--- config.mk ---
export PLATFORM = sky130hd
export DESIGN_NAME = shift_seq_ctrl
export DESIGN_NICKNAME = d
export VERILOG_FILES = /design/src/rtl/shift_seq_ctrl_pkg.sv /design/src/rtl/shift_seq_ctrl_shift_reg_left.sv /design/src/rtl/shift_seq_ctrl.sv
export SDC_FILE = /design/constraint.sdc
export NUM_CORES = 1
export LEC_CHECK = 0
export ABC_AREA = 1
export CAP_MARGIN = 10
export CORE_UTILIZATION = 47
export DETAILED_ROUTE_END_ITERATION = 16
export GPL_ROUTABILITY_DRIVEN = 0
export PLACE_DENSITY = 0.85
export SYNTH_ARGS = -nofsm -noshare
export SYNTH_HDL_FRONTEND = slang
export SYNTH_SLANG_ARGS = --single-unit
--- constraint.sdc ---
create_clock -name clk -period 1.76 [get_ports clk]
set_input_delay 0.264 -clock clk [delete_from_list [all_inputs] [get_ports clk]]
set_output_delay 0.264 -clock clk [all_outputs]
set_load 0.02 [all_outputs]
--- src/rtl/shift_seq_ctrl_pkg.sv ---
// Shared definitions for the shift sequencer: state encodings and default sizes.
// Used by the RTL and by the testbench.
package shift_seq_ctrl_pkg;

  localparam int WIDTH_DEF = 6;
  localparam int CNT_W_DEF = 3;

  typedef enum logic [1:0] {
    ST_IDLE  = 2'd0,
    ST_LOAD  = 2'd1,
    ST_SHIFT = 2'd2,
    ST_DONE  = 2'd3
  } state_t;

endpackage

--- src/rtl/shift_seq_ctrl_shift_reg_left.sv ---
// Left-shift datapath register with load priority over shift.
// Fill bit: q MSB (rotate) when SHIFT_ROTATE_EN is defined, else zero.
module shift_reg_left #(
  parameter int WIDTH = 6
) (
  input  logic             clk,
  input  logic             clear,
  input  logic             ld,
  input  logic             sh_en,
  input  logic [WIDTH-1:0] d,
  output logic [WIDTH-1:0] q
);

  logic fill;

`ifdef SHIFT_ROTATE_EN
  assign fill = q[WIDTH-1];
`else
  assign fill = 1'b0;
`endif

  always_ff @(posedge clk) begin
    if (clear) begin
      q <= '0;
    end else if (ld) begin
      q <= d;
    end else if (sh_en) begin
      q <= {q[WIDTH-2:0], fill};
    end
  end

endmodule

--- src/rtl/shift_seq_ctrl.sv ---
// Sequencer: load a word, shift it left a programmed number of steps, pulse done.
// Build option SHIFT_ROTATE_EN selects rotate instead of zero-fill in the datapath.
//
// state | meaning
// IDLE  | waiting for start; amount/data_in captured on accept
// LOAD  | ld strobe, datapath takes the held word
// SHIFT | sh_en asserted, cnt counts down to 1
// DONE  | one-cycle done pulse, then back to IDLE
module shift_seq_ctrl
  import shift_seq_ctrl_pkg::*;
#(
  parameter int WIDTH = WIDTH_DEF,
  parameter int CNT_W = CNT_W_DEF
) (
  input  logic             clk,
  input  logic             clear,
  input  logic             start,
  input  logic [CNT_W-1:0] amount,
  input  logic [WIDTH-1:0] data_in,
  output logic             busy,
  output logic             done,
  output logic             ld,
  output logic             sh_en,
  output logic [WIDTH-1:0] q
);

  state_t           state;
  state_t           state_nxt;
  logic [CNT_W-1:0] cnt;
  logic [WIDTH-1:0] hold;

  always_ff @(posedge clk) begin
    if (clear) begin
      state <= ST_IDLE;
    end else begin
      state <= state_nxt;
    end
  end

  always_comb begin
    state_nxt = state;
    case (state)
      ST_IDLE:  if (start) state_nxt = ST_LOAD;
      ST_LOAD:  state_nxt = (cnt == '0) ? ST_DONE : ST_SHIFT;
      ST_SHIFT: if (cnt == CNT_W'(1)) state_nxt = ST_DONE;
      ST_DONE:  state_nxt = ST_IDLE;
      default:  state_nxt = ST_IDLE;
    endcase
  end

  always_comb begin
    ld    = (state == ST_LOAD);
    sh_en = (state == ST_SHIFT);
    busy  = (state == ST_LOAD) || (state == ST_SHIFT);
    done  = (state == ST_DONE);
  end

  // Down-counter of remaining shift steps; guarded so it never wraps below zero.
  always_ff @(posedge clk) begin
    if (clear) begin
      cnt  <= '0;
      hold <= '0;
    end else if (state == ST_IDLE && start) begin
      cnt  <= amount;
      hold <= data_in;
    end else if (state == ST_SHIFT && cnt != '0) begin
      cnt  <= cnt - CNT_W'(1);
    end
  end

  shift_reg_left #(
    .WIDTH (WIDTH)
  ) u_shift_reg (
    .clk   (clk),
    .clear (clear),
    .ld    (ld),
    .sh_en (sh_en),
    .d     (hold),
    .q     (q)
  );

endmodule

Word level (Yosys, flattened, before mapping):

Index checks and enable logic that the tools add are counted.

* bits in read-only memories: 0
* bits in latches: 0
* output and inout port bits: 10
* register bits after elaboration: 17
* memories: 0
* logic and storage cells: 28
* RAM bits: 0
* bits of input ports: 12

* equal/unequal tests: 6
* bitwise logic cells: 0
* muxes and demuxes: 8
* multiply operators: 0
* order comparisons: 0
* reductions and logical operators: 9
* divide/modulo/power cells: 0
* $add $sub $neg: 1
* shift-type cells: 0

Operator list (count)
* 6-bit 2-to-1 mux: 2
* 2-bit one-hot mux with 4 select lines: 1
* 3-bit 2-to-1 mux: 2
* 2-bit equality test (second input constant): 2
* 2-bit 2-to-1 mux: 2
* 2-bit nonzero test: 2
* 3-bit by 1-bit equality test with 1-bit output (second input constant): 1
* 3-bit logical NOT: 1
* 3-bit nonzero test: 1
* 3-bit by 1-bit subtractor with 3-bit output (second input constant): 1
* 2-bit by 1-bit equality test with 1-bit output (second input constant): 1
* 1-bit logical AND: 2
* 2-bit logical NOT: 1
* 2-bit by 1-bit != test with 1-bit output (second input constant): 1
* 2-bit != test (second input constant): 1
* 2-bit AND reduction: 1
* 1-bit logical OR: 1
* 1-bit 2-to-1 mux: 1

Depth between registers and ports, before layout:

Gate-level depths: netlist (run 1).

* depth after elaboration: 4
* depth in mapped cells: 9

By module:

A second synthesis (run 1) with hierarchy kept.

* cell total of the unflattened synthesis: 124
* area, all modules: 870.8 um2

Modules (own cells, without submodules)
* shift_seq_ctrl: area each 589.3 um2, instances 1, cells an instance 79
* shift_reg_left: area each 281.5 um2, instances 1, cells an instance 45

Worst setup path before layout (run 1):

No wires, ideal clock.

* path kind: flip-flop to flip-flop
* start point: reg state[0]
* end point: reg u_shift_reg.q[1]
* path slack: 0.323 ns
* setup time: 0.116 ns
* path buffers: 1
* stages on the path, launching flop included: 7
* data arrival time: 1.321 ns
* path through: dfxtp_1 > inv_1 > ha_1 > buf_2 > nand3_1 > o211ai_1 > inv_1

* longest elaborated chain between the ends: 2
* elaborated cells between the ends (all ways): 4
* classes of those cells: eq/ne: 2; mux: 1; reduce/logical: 1

Ends and longest elaborated chain
* start: declaration: RTL line shift_seq_ctrl.sv:27 `state_t state;`
* start signal: assignment: RTL line shift_seq_ctrl.sv:36 `state <= state_nxt;`
* 2-bit by 1-bit equality test with 1-bit output or 2-bit equality test (tied branches): RTL line shift_seq_ctrl.sv:52, shift_seq_ctrl.sv:53
* 6-bit 2-to-1 mux or 2-bit nonzero test (tied branches)
* end signal: assignment: RTL line shift_seq_ctrl_shift_reg_left.sv:28 `q <= {q[WIDTH-2:0], fill};`
* end: declaration: RTL line shift_seq_ctrl_shift_reg_left.sv:11 `output logic [WIDTH-1:0] q`

Parallel ways exist; a longest one is shown, timed or not.
A chain may end at the register's enable or synchronous reset.

Worst setup path in the final report (run 1):

* start point: reg state[1]
* end point: out busy

* longest elaborated chain between the ends: 2
* elaborated cells between the ends (all ways): 3
* classes of those cells: eq/ne: 2; reduce/logical: 1

Ends and longest elaborated chain
* 2-bit by 1-bit equality test with 1-bit output or 2-bit equality test (tied branches): RTL line shift_seq_ctrl.sv:54 `busy = (state == ST_LOAD) || (state == ST_SHIFT);`
* 1-bit logical OR *: RTL line shift_seq_ctrl.sv:54
* end: declaration: RTL line shift_seq_ctrl.sv:20 `output logic busy,`

Every way passes the cells marked *; elsewhere a longest branch is shown, timed or not.

==> impl_metrics.tcl, run 1 <==
set metrics [dict create \
    outcome "finished, final reports clean" \
    ant_nets 0 \
    numCtsBuffers 3 \
    power.density_nw_per_um2 1789 \
    synthFlopType "dfxtp_1" \
    start_util 0.5014 \
    diodes 0 \
    drc 0 \
    synth_nets 137 \
    drv_cap 0 \
    ir_drop_uv 763.2 \
    clockBufferDepth 2 \
    synth_area_per_cell_sq_um 7.400 \
    nFillCells 162 \
    grt_max_degree 15 \
    leakage_nw 0.5233 \
    timing.rr.start "state[1]" \
    syn_inst 117 \
    post-route-min-period_ns 1.676 \
    rrSetupSlack_ns 0.37 \
    overflow 0 \
    place_hpwl_um 1286 \
    syn_area_sq_um 865.8 \
    regArea_sq_um 340.3 \
    tightest_slew_ns 0.3448 \
    fin_cells 166 \
    post-place-cells 162 \
    worstHoldStart "hold[0]" \
    fmax_ghz 0.5968 \
    async_flop_share 0 \
    reg2reg_depth 7 \
    min_path_cells 2 \
    tns_ns 0 \
    port_buffers 21 \
    cts.sink_count 17 \
    worstHoldEndpoint "u_shift_reg.q[0]" \
    die_h_um 44.92 \
    die_area_sq_um 2018 \
    finalNetCount 162 \
    clock_skew_ns 0.01193 \
    ys_seq_elements 17 \
    cts_tree "done" \
    start_kind "flop" \
    cts_root_buf "clkbuf_4" \
    max-slew-margin-rel 0.7699 \
    cp_max_fo 5 \
    critPathCaptureType "output port" \
    setup_viol 0 \
    rsz0062_at_grt "false" \
    die_w_um 44.92 \
    crit_required_ns 1.50 \
    cts_setup_buffers 0 \
    seq_area_frac_synth 0.3931 \
    cts_hold_buf 0 \
    clkTransAtPathRegs_ns 0.09 \
    min_path_type "flop to flop" \
    wire_per_inst_um 9.813 \
    drv_slew 0 \
    drt_wl_total_um 1629 \
    io_pins 22 \
    worstSetupPathType "flop to output port" \
    layout-drive-gt1-share 0.05674 \
    grt_pass1_wl_um 2711 \
    antenna_found_initial 0 \
    firstDrtPassIters 4 \
    ctsResizeCount 4 \
    cts.htree.levels 1 \
    ys_types 17 \
    multi_input_area_sq_um 430.4 \
    vias 775 \
    synth_edf_count 0 \
    arrival_ns 1.41 \
    finalCritPeriodShare 0.9520 \
    timing.rr.end "cnt[1]" \
    hold_viol_final 0 \
    area_delta_synth_final_pct 29.33 \
    yosys_warnings 0 \
    rows 15 \
    viasPerCell 4.669 \
    core_area_sq_um 1727 \
    drt-initial-drc-count 17 \
    grt_pass1_vias 678 \
    grt_use_total 0.1785 \
    insertion_delay_ns 0.28 \
]
worst max-delay path by stage:
stage / start / to / slack (ns) / depth (start not counted)
global placement: state[1] / busy / 0.16 / 3
floorplan: state[0] / u_shift_reg.q[1] / 0.32 / 6
CTS: state[1] / busy / 0.08 / 3
finish: state[1] / busy / 0.08 / 3
global route: state[1] / busy / 0.008 / 3
detailed placement: state[1] / busy / 0.11 / 3
layer usage:
metal / vias to the layer above / global-route usage / routed length, um
li1: 418 / - / -
met2: 15 / 0.2899 / 758
met5: - / 0 / 0
met1: 340 / 0.2351 / 817
met3: 2 / 0.02400 / 39
met4: 0 / 0.07879 / 14
critical path, cell delays in order (launching register included):
cell and delay (ns):
dfxtp_1 0.41, inv_1 0.10, ha_1 0.30, dlygate4sd2_1 0.33
cells by family (layout without fill, tap and decap cells):
logic type | Yosys count | count (layout) | synth area share
and+or+nand+nor | 50 | 50 | 0.2413
buffers and inverters | 21 | 45 | 0.1098
AOI/OAI and AO/OA | 20 | 20 | 0.1301
DFF | 17 | 17 | 0.3931
adders and majority gates | 8 | 8 | 0.1156
xor gates and xnor gates | 1 | 1 | 0.01012
Yosys cell counts (2+ instances only):
cell type,number,area share
a21oi_1,6,0.035
buf_4,2,0.017
dfxtp_1,17,0.39
ha_1,8,0.12
inv_1,17,0.074
nand2_1,23,0.10
nand3_1,8,0.046
nor2_1,15,0.065
o211ai_1,5,0.043
o21ai_0,9,0.052
placed cells by master, fill, tap and decap left out:
cell	synthesis	routed
nand2_1	23	23
inv_1	17	17
dfxtp_1	17	17
clkdlybuf4s50_1	0	17
nor2_1	15	15
o21ai_0	9	9
nand3_1	8	8
ha_1	8	8
a21oi_1	6	6
o211ai_1	5	5
dlygate4sd2_1	0	4
clkbuf_4	0	3
buf_4	2	3
nand3b_1	1	1
nand2_2	1	1
or2_0	1	1
xor2_1	1	1
or2_2	1	1
clkbuf_1	0	1
final cells by class:
cell class / count / share of cell area
tap: 25 / 0.02793
multi-input combinational: 79 / 0.3844
inverter: 17 / 0.05698
timing repair buffer: 24 / 0.2034
sequential: 17 / 0.3039
clock buffer: 4 / 0.02346
metrics by stage:
step           hold WS, ns  area (sq um)  worst slack (ns)    util  power (W)
6_report            0.4716          1120           0.08440  0.6486   0.002003
5_1_grt             0.5030          1120          0.008257  0.6486   0.002181
4_1_cts             0.4751          1120           0.07640  0.6486   0.002009
3_5_place_dp        0.4623          1099            0.1144  0.6362   0.001843
3_3_place_gp        0.4491          1099            0.1643  0.6362   0.001788
2_1_floorplan       0.3331         865.8            0.3232       -   0.001449
state kept, by name, indices dropped and copies added (netlist names):
signal,count
cnt,3
hold,6
state,2
u_shift_reg.q,6
power breakdown:
| part | total [W] | internal, W | switching (W) |
|---|---|---|---|
| logic | 0.00116 | 0.000496 | 0.000664 |
| registers | 0.000640 | 0.000538 | 0.000103 |
| clock network | 0.000203 | 0.0000878 | 0.000115 |
No activity file was read; power rests on OpenSTA's default activity.
==> inputs of run 2 (changes only) <==
--- a/config.mk
+++ b/config.mk
@@ -6,11 +6,12 @@
 export NUM_CORES = 1
 export LEC_CHECK = 0
 export ABC_AREA = 1
+export ABC_CLOCK_PERIOD_IN_PS = 1440
 export CAP_MARGIN = 10
-export CORE_UTILIZATION = 47
+export CORE_UTILIZATION = 42
 export DETAILED_ROUTE_END_ITERATION = 16
 export GPL_ROUTABILITY_DRIVEN = 0
-export PLACE_DENSITY = 0.85
+export PLACE_DENSITY = 0.81
 export SYNTH_ARGS = -nofsm -noshare
 export SYNTH_HDL_FRONTEND = slang
 export SYNTH_SLANG_ARGS = --single-unit
==> constraint.sdc (replaced) <==
create_clock -name clk -period 1.44 [get_ports clk]
set_input_delay 0.216 -clock clk [delete_from_list [all_inputs] [get_ports clk]]
set_output_delay 0.216 -clock clk [all_outputs]
set_load 0.02 [all_outputs]
==> run 2 against run 1 <==
Effect of this change: global-route usage is 0.15 points lower; final cell count is 5.4% higher; routed wire length grew 7.0%; die area rose by 11%; register-to-register slack got worse by 0.29 ns; core utilization is 5.3 points lower; via count is 6.5% higher.
==> impl_metrics.tcl, run 2 (synthesis results as in run 1) <==
set metrics [dict create \
    clockBufferDepth 2 \
    reg2reg_depth 9 \
    antenna_found_initial 0 \
    rows 16 \
    cts.sink_count 17 \
    numCtsBuffers 3 \
    outcome "finished, final reports clean" \
    setup_slack_ns 0.04921 \
    max-slew-margin-rel 0.7668 \
    p_sw_frac 0.4423 \
    place_ws_ns -0.07220 \
    wire_per_inst_um 9.960 \
    ir_drop_uv 990.4 \
    setup_viol 0 \
    cp_max_fo 3 \
    vias 825 \
    power.density_nw_per_um2 2165 \
    clock_skew_ns 0.01081 \
    drt_wl_total_um 1743 \
    worstSetupPathType "flop to output port" \
    hold_viol_final 0 \
    die_w_um 47.41 \
    min_path_cells 2 \
    clkTransAtPathRegs_ns 0.10 \
    start_util 0.4459 \
    finalNetCount 169 \
    layout-drive-gt1-share 0.1419 \
    post-route-min-period_ns 1.391 \
    grt_pass1_vias 715 \
    cts_root_buf "clkbuf_4" \
    cts_tree "done" \
    crit_chain "inv_1 -> buf_4 -> ha_1 -> buf_2" \
    finalCritPeriodShare 0.9658 \
    tightest_slew_ns 0.3494 \
    core_area_sq_um 1942 \
    rsz0062_at_grt "false" \
    cts.htree.levels 1 \
    rrSetupSlack_ns 0.08 \
    insertion_delay_ns 0.28 \
    pwr-share-seq 0.307 \
    overflow 0 \
    grt_use_total 0.1770 \
    die_area_sq_um 2247 \
    drt-initial-drc-count 12 \
    drv_slew 0 \
    critPathMaxStageDelay_ns 0.34 \
    viasPerCell 4.714 \
    leakage_nw 0.5704 \
    place_hpwl_um 1428 \
    grt_max_degree 15 \
    mostFrequentLayoutCells "nand2_1 (22), inv_1 (17), dfxtp_1 (16)" \
    crit_required_ns 1.22 \
    area_delta_synth_final_pct 33.53 \
    critPathCaptureType "output port" \
    port_buffers 21 \
    crit_path_top_delay_cell "dfxtp_2" \
    min_path_type "flop to flop" \
    ant_nets 0 \
    io_pins 22 \
    cts_hold_buf 0 \
    hold_ws_ns 0.4596 \
    p_sw_w 0.001107 \
    cts_setup_buffers 0 \
    diodes 0 \
    start_kind "flop" \
    fmax_ghz 0.7190 \
    arrival_ns 1.17 \
    p_int_w 0.001396 \
    die_h_um 47.41 \
    reg_top3 "hold x6, u_shift_reg.q x6, cnt x3" \
    grt_pass1_wl_um 2856 \
    drc 0 \
    clkPwrFrac 0.097 \
    drv_cap 0 \
    final_common_cell "nand2_1" \
    ctsResizeCount 20 \
    nFillCells 183 \
    fin_cells 175 \
    post-place-cells 171 \
    pwr-share-comb 0.596 \
    firstDrtPassIters 4 \
]
run 2: cell count changes in the layout (fill, tap and decap cells not counted), sizes merged:
cell / before / now
buf: 3 / 13
clkdlybuf4s50: 17 / 11
dlygate4sd2: 4 / 6
clkbuf: 4 / 5
run 2: cell type report:
class	instances	area, sq um	share of cell area
clock buffers	4	26.28	0.02273
flip-flops and latches	17	341.6	0.2955
inverters	17	63.81	0.05519
repair buffers	31	257.7	0.2229
multi-input cells	79	432.9	0.3745
well taps	27	33.78	0.02922
run 2: critical path: cells and delay by family, from the launching register on:
family,cells,cell delay [ns]
flops,1,0.34
fa+ha+maj,1,0.21
buf+inv,3,0.35
run 2: per-layer routing:
metal | part of all wire | routed length (um) | vias to the layer above | track usage
met5 | 0 | 0 | - | 0
met4 | 0.0052 | 9 | 0 | 0.05714
met3 | 0.036 | 63 | 2 | 0.05000
met2 | 0.50 | 872 | 16 | 0.2877
met1 | 0.46 | 798 | 376 | 0.2251
li1 | - | - | 431 | -
run 2: power groups by stage:
stage / registers [W] / clock network, W / logic, W
final: 0.000769 / 0.000242 / 0.00149
after global routing: 0.000792 / 0.000272 / 0.00168
after global placement: 0.000773 / 0 / 0.00153
after floorplan: 0.000870 / 0 / 0.000901
after CTS: 0.000763 / 0.000249 / 0.00149
after detailed placement: 0.000777 / 0 / 0.00159
run 2: path summary, 6_finish.rpt:
kind,start,to
setup / recovery,state[0],sh_en
hold / removal,hold[0],u_shift_reg.q[0]
setup reg to reg,state[1],u_shift_reg.q[2]
hold reg to reg,hold[0],u_shift_reg.q[0]
run 2: through the flow:
stage | total power (W) | utilization | setup TNS, ns | instance area, sq um
after floorplan | 0.001771 | - | 0 | 865.8
after global placement | 0.002298 | 0.5941 | -0.07343 | 1154
after detailed placement | 0.002363 | 0.5941 | -0.1279 | 1154
after CTS | 0.002499 | 0.5960 | 0 | 1157
after global routing | 0.002741 | 0.5954 | 0 | 1156
final | 0.002503 | 0.5954 | 0 | 1156
==> inputs of run 3 (changes only) <==
--- a/config.mk
+++ b/config.mk
@@ -9,6 +9,7 @@
 export ABC_CLOCK_PERIOD_IN_PS = 1440
 export CAP_MARGIN = 10
 export CORE_UTILIZATION = 42
+export CTS_BUF_LIST = sky130_fd_sc_hd__clkbuf_16
 export DETAILED_ROUTE_END_ITERATION = 16
 export GPL_ROUTABILITY_DRIVEN = 0
 export PLACE_DENSITY = 0.81
==> run 3 against run 2 <==
Effect of this change: maximum frequency decreased by 1.9%; clock-buffer cell count fell by 1; cell area is 7.5% higher; critical endpoint is now ld.
==> impl_metrics.tcl, run 3 (synthesis results as in run 1) <==
set metrics [dict create \
    max-slew-margin-rel 0.7545 \
    cts.htree.levels 1 \
    min_path_cells 2 \
    rows 16 \
    hold_viol_final 0 \
    drc 0 \
    start_kind "flop" \
    ant_nets 0 \
    grt_pass1_vias 762 \
    post-place-cells 171 \
    finalNetCount 169 \
    layout-drive-gt1-share 0.1554 \
    die_area_sq_um 2247 \
    clkTransAtPathRegs_ns 0.05 \
    grt_use_total 0.1998 \
    post-route-min-period_ns 1.418 \
    arrival_ns 1.20 \
    numCtsBuffers 3 \
    crit_required_ns 1.22 \
    finalCritPeriodShare 0.9847 \
    fin_cells 175 \
    port_buffers 21 \
    power.density_nw_per_um2 2325 \
    final_common_cell "nand2_1" \
    antenna_found_initial 0 \
    tns_ns 0 \
    overflow 0 \
    tightest_slew_ns 0.3679 \
    io_pins 22 \
    mostFrequentLayoutCells "nand2_1 (21), inv_1 (17), nor2_1 (15), dfxtp_1 (15), clkdlybuf4s50_1 (11)" \
    start_util 0.4459 \
    setup_viol 0 \
    fmax_ghz 0.7052 \
    diodes 0 \
    grt_max_degree 15 \
    final_core_util 0.6398 \
    reg2reg_depth 9 \
    area_delta_synth_final_pct 43.50 \
    critPathCaptureType "output port" \
    core_area_sq_um 1942 \
    clockBufferDepth 2 \
    drt_wl_total_um 1922 \
    outcome "finished, final reports clean" \
    worstSetupPathType "flop to output port" \
    vias 834 \
    leakage_nw 0.6562 \
    insertion_delay_ns 0.25 \
    cts_tree "done" \
    min_path_type "flop to flop" \
    firstDrtPassIters 4 \
    drt-initial-drc-count 14 \
    cp_max_fo 2 \
    cts_root_buf "clkbuf_16" \
    reg_top3 "hold x6, u_shift_reg.q x6, cnt x3" \
    drv_slew 0 \
    rsz0062_at_grt "false" \
    die_h_um 47.41 \
    place_hpwl_um 1428 \
    grt_pass1_wl_um 3105 \
    viasPerCell 4.766 \
    die_w_um 47.41 \
    ir_drop_uv 1269 \
    cts.sink_count 17 \
    wire_per_inst_um 10.98 \
    drv_cap 0 \
    clock_skew_ns 0.003881 \
    cts_setup_buffers 0 \
]
## run 3: cell count changes in the layout (fill, tap and decap cells not counted), moves of 3 or more
cell / change
dlymetal6s2s_1: +5
clkbuf_16: +3
clkbuf_4: -3
dlygate4sd2_1: -5
## run 3: per-stage QoR
stage	instance area, sq um	worst slack (ns)	hold slack, ns	total power (W)
floorplan	865.8	0.003214	0.2851	0.001771
global placement	1154	-0.05228	0.4513	0.002298
detailed placement	1154	-0.07220	0.4559	0.002363
CTS	1226	0.001471	0.4637	0.002890
global route	1242	0.0007488	0.4857	0.003113
finish	1242	0.02197	0.4617	0.002889
## run 3: layout make-up
type | instances | area [sq um]
clock buffers | 3 | 75.07
clock inverters | 1 | 3.754
fillers | 162 | 699.4
inverters | 17 | 63.81
multi-input cells | 79 | 435.4
flip-flops and latches | 17 | 342.8
well taps | 27 | 33.78
repair buffers | 31 | 287.8
## run 3: repair_timing
item                       CTS  global route
setup endpoints to repair    7             9
hold endpoints to repair     0             0
hold buffers                 0             0
gates resized for setup     15            10
## run 3: power by group
part / total, W / switching [W] / internal, W
Combinational: 0.00157 / 0.000897 / 0.000677
Sequential: 0.000774 / 0.000109 / 0.000665
Clock: 0.000541 / 0.000173 / 0.000368
## run 3: worst paths after layout
kind | start | endpoint | slack, ns
worst min register to register | cnt[1] | cnt[1] | 0.46
worst max-delay path | state[1] | ld | 0.02
worst min-delay path | cnt[1] | cnt[1] | 0.46
worst max register to register | state[1] | u_shift_reg.q[2] | 0.06
## run 3: routing by layer
layer,share of wire,GRT usage
met3,0.038,0.05385
met4,0.019,0.1200
met1,0.43,0.2320
met5,0,0
met2,0.51,0.3260
## run 3: worst max-delay path: stages, from the launching register on
cell,delay (ns)
dfxtp_1,0.33
inv_1,0.06
buf_4,0.13
ha_1,0.18
clkdlybuf4s15_2,0.25
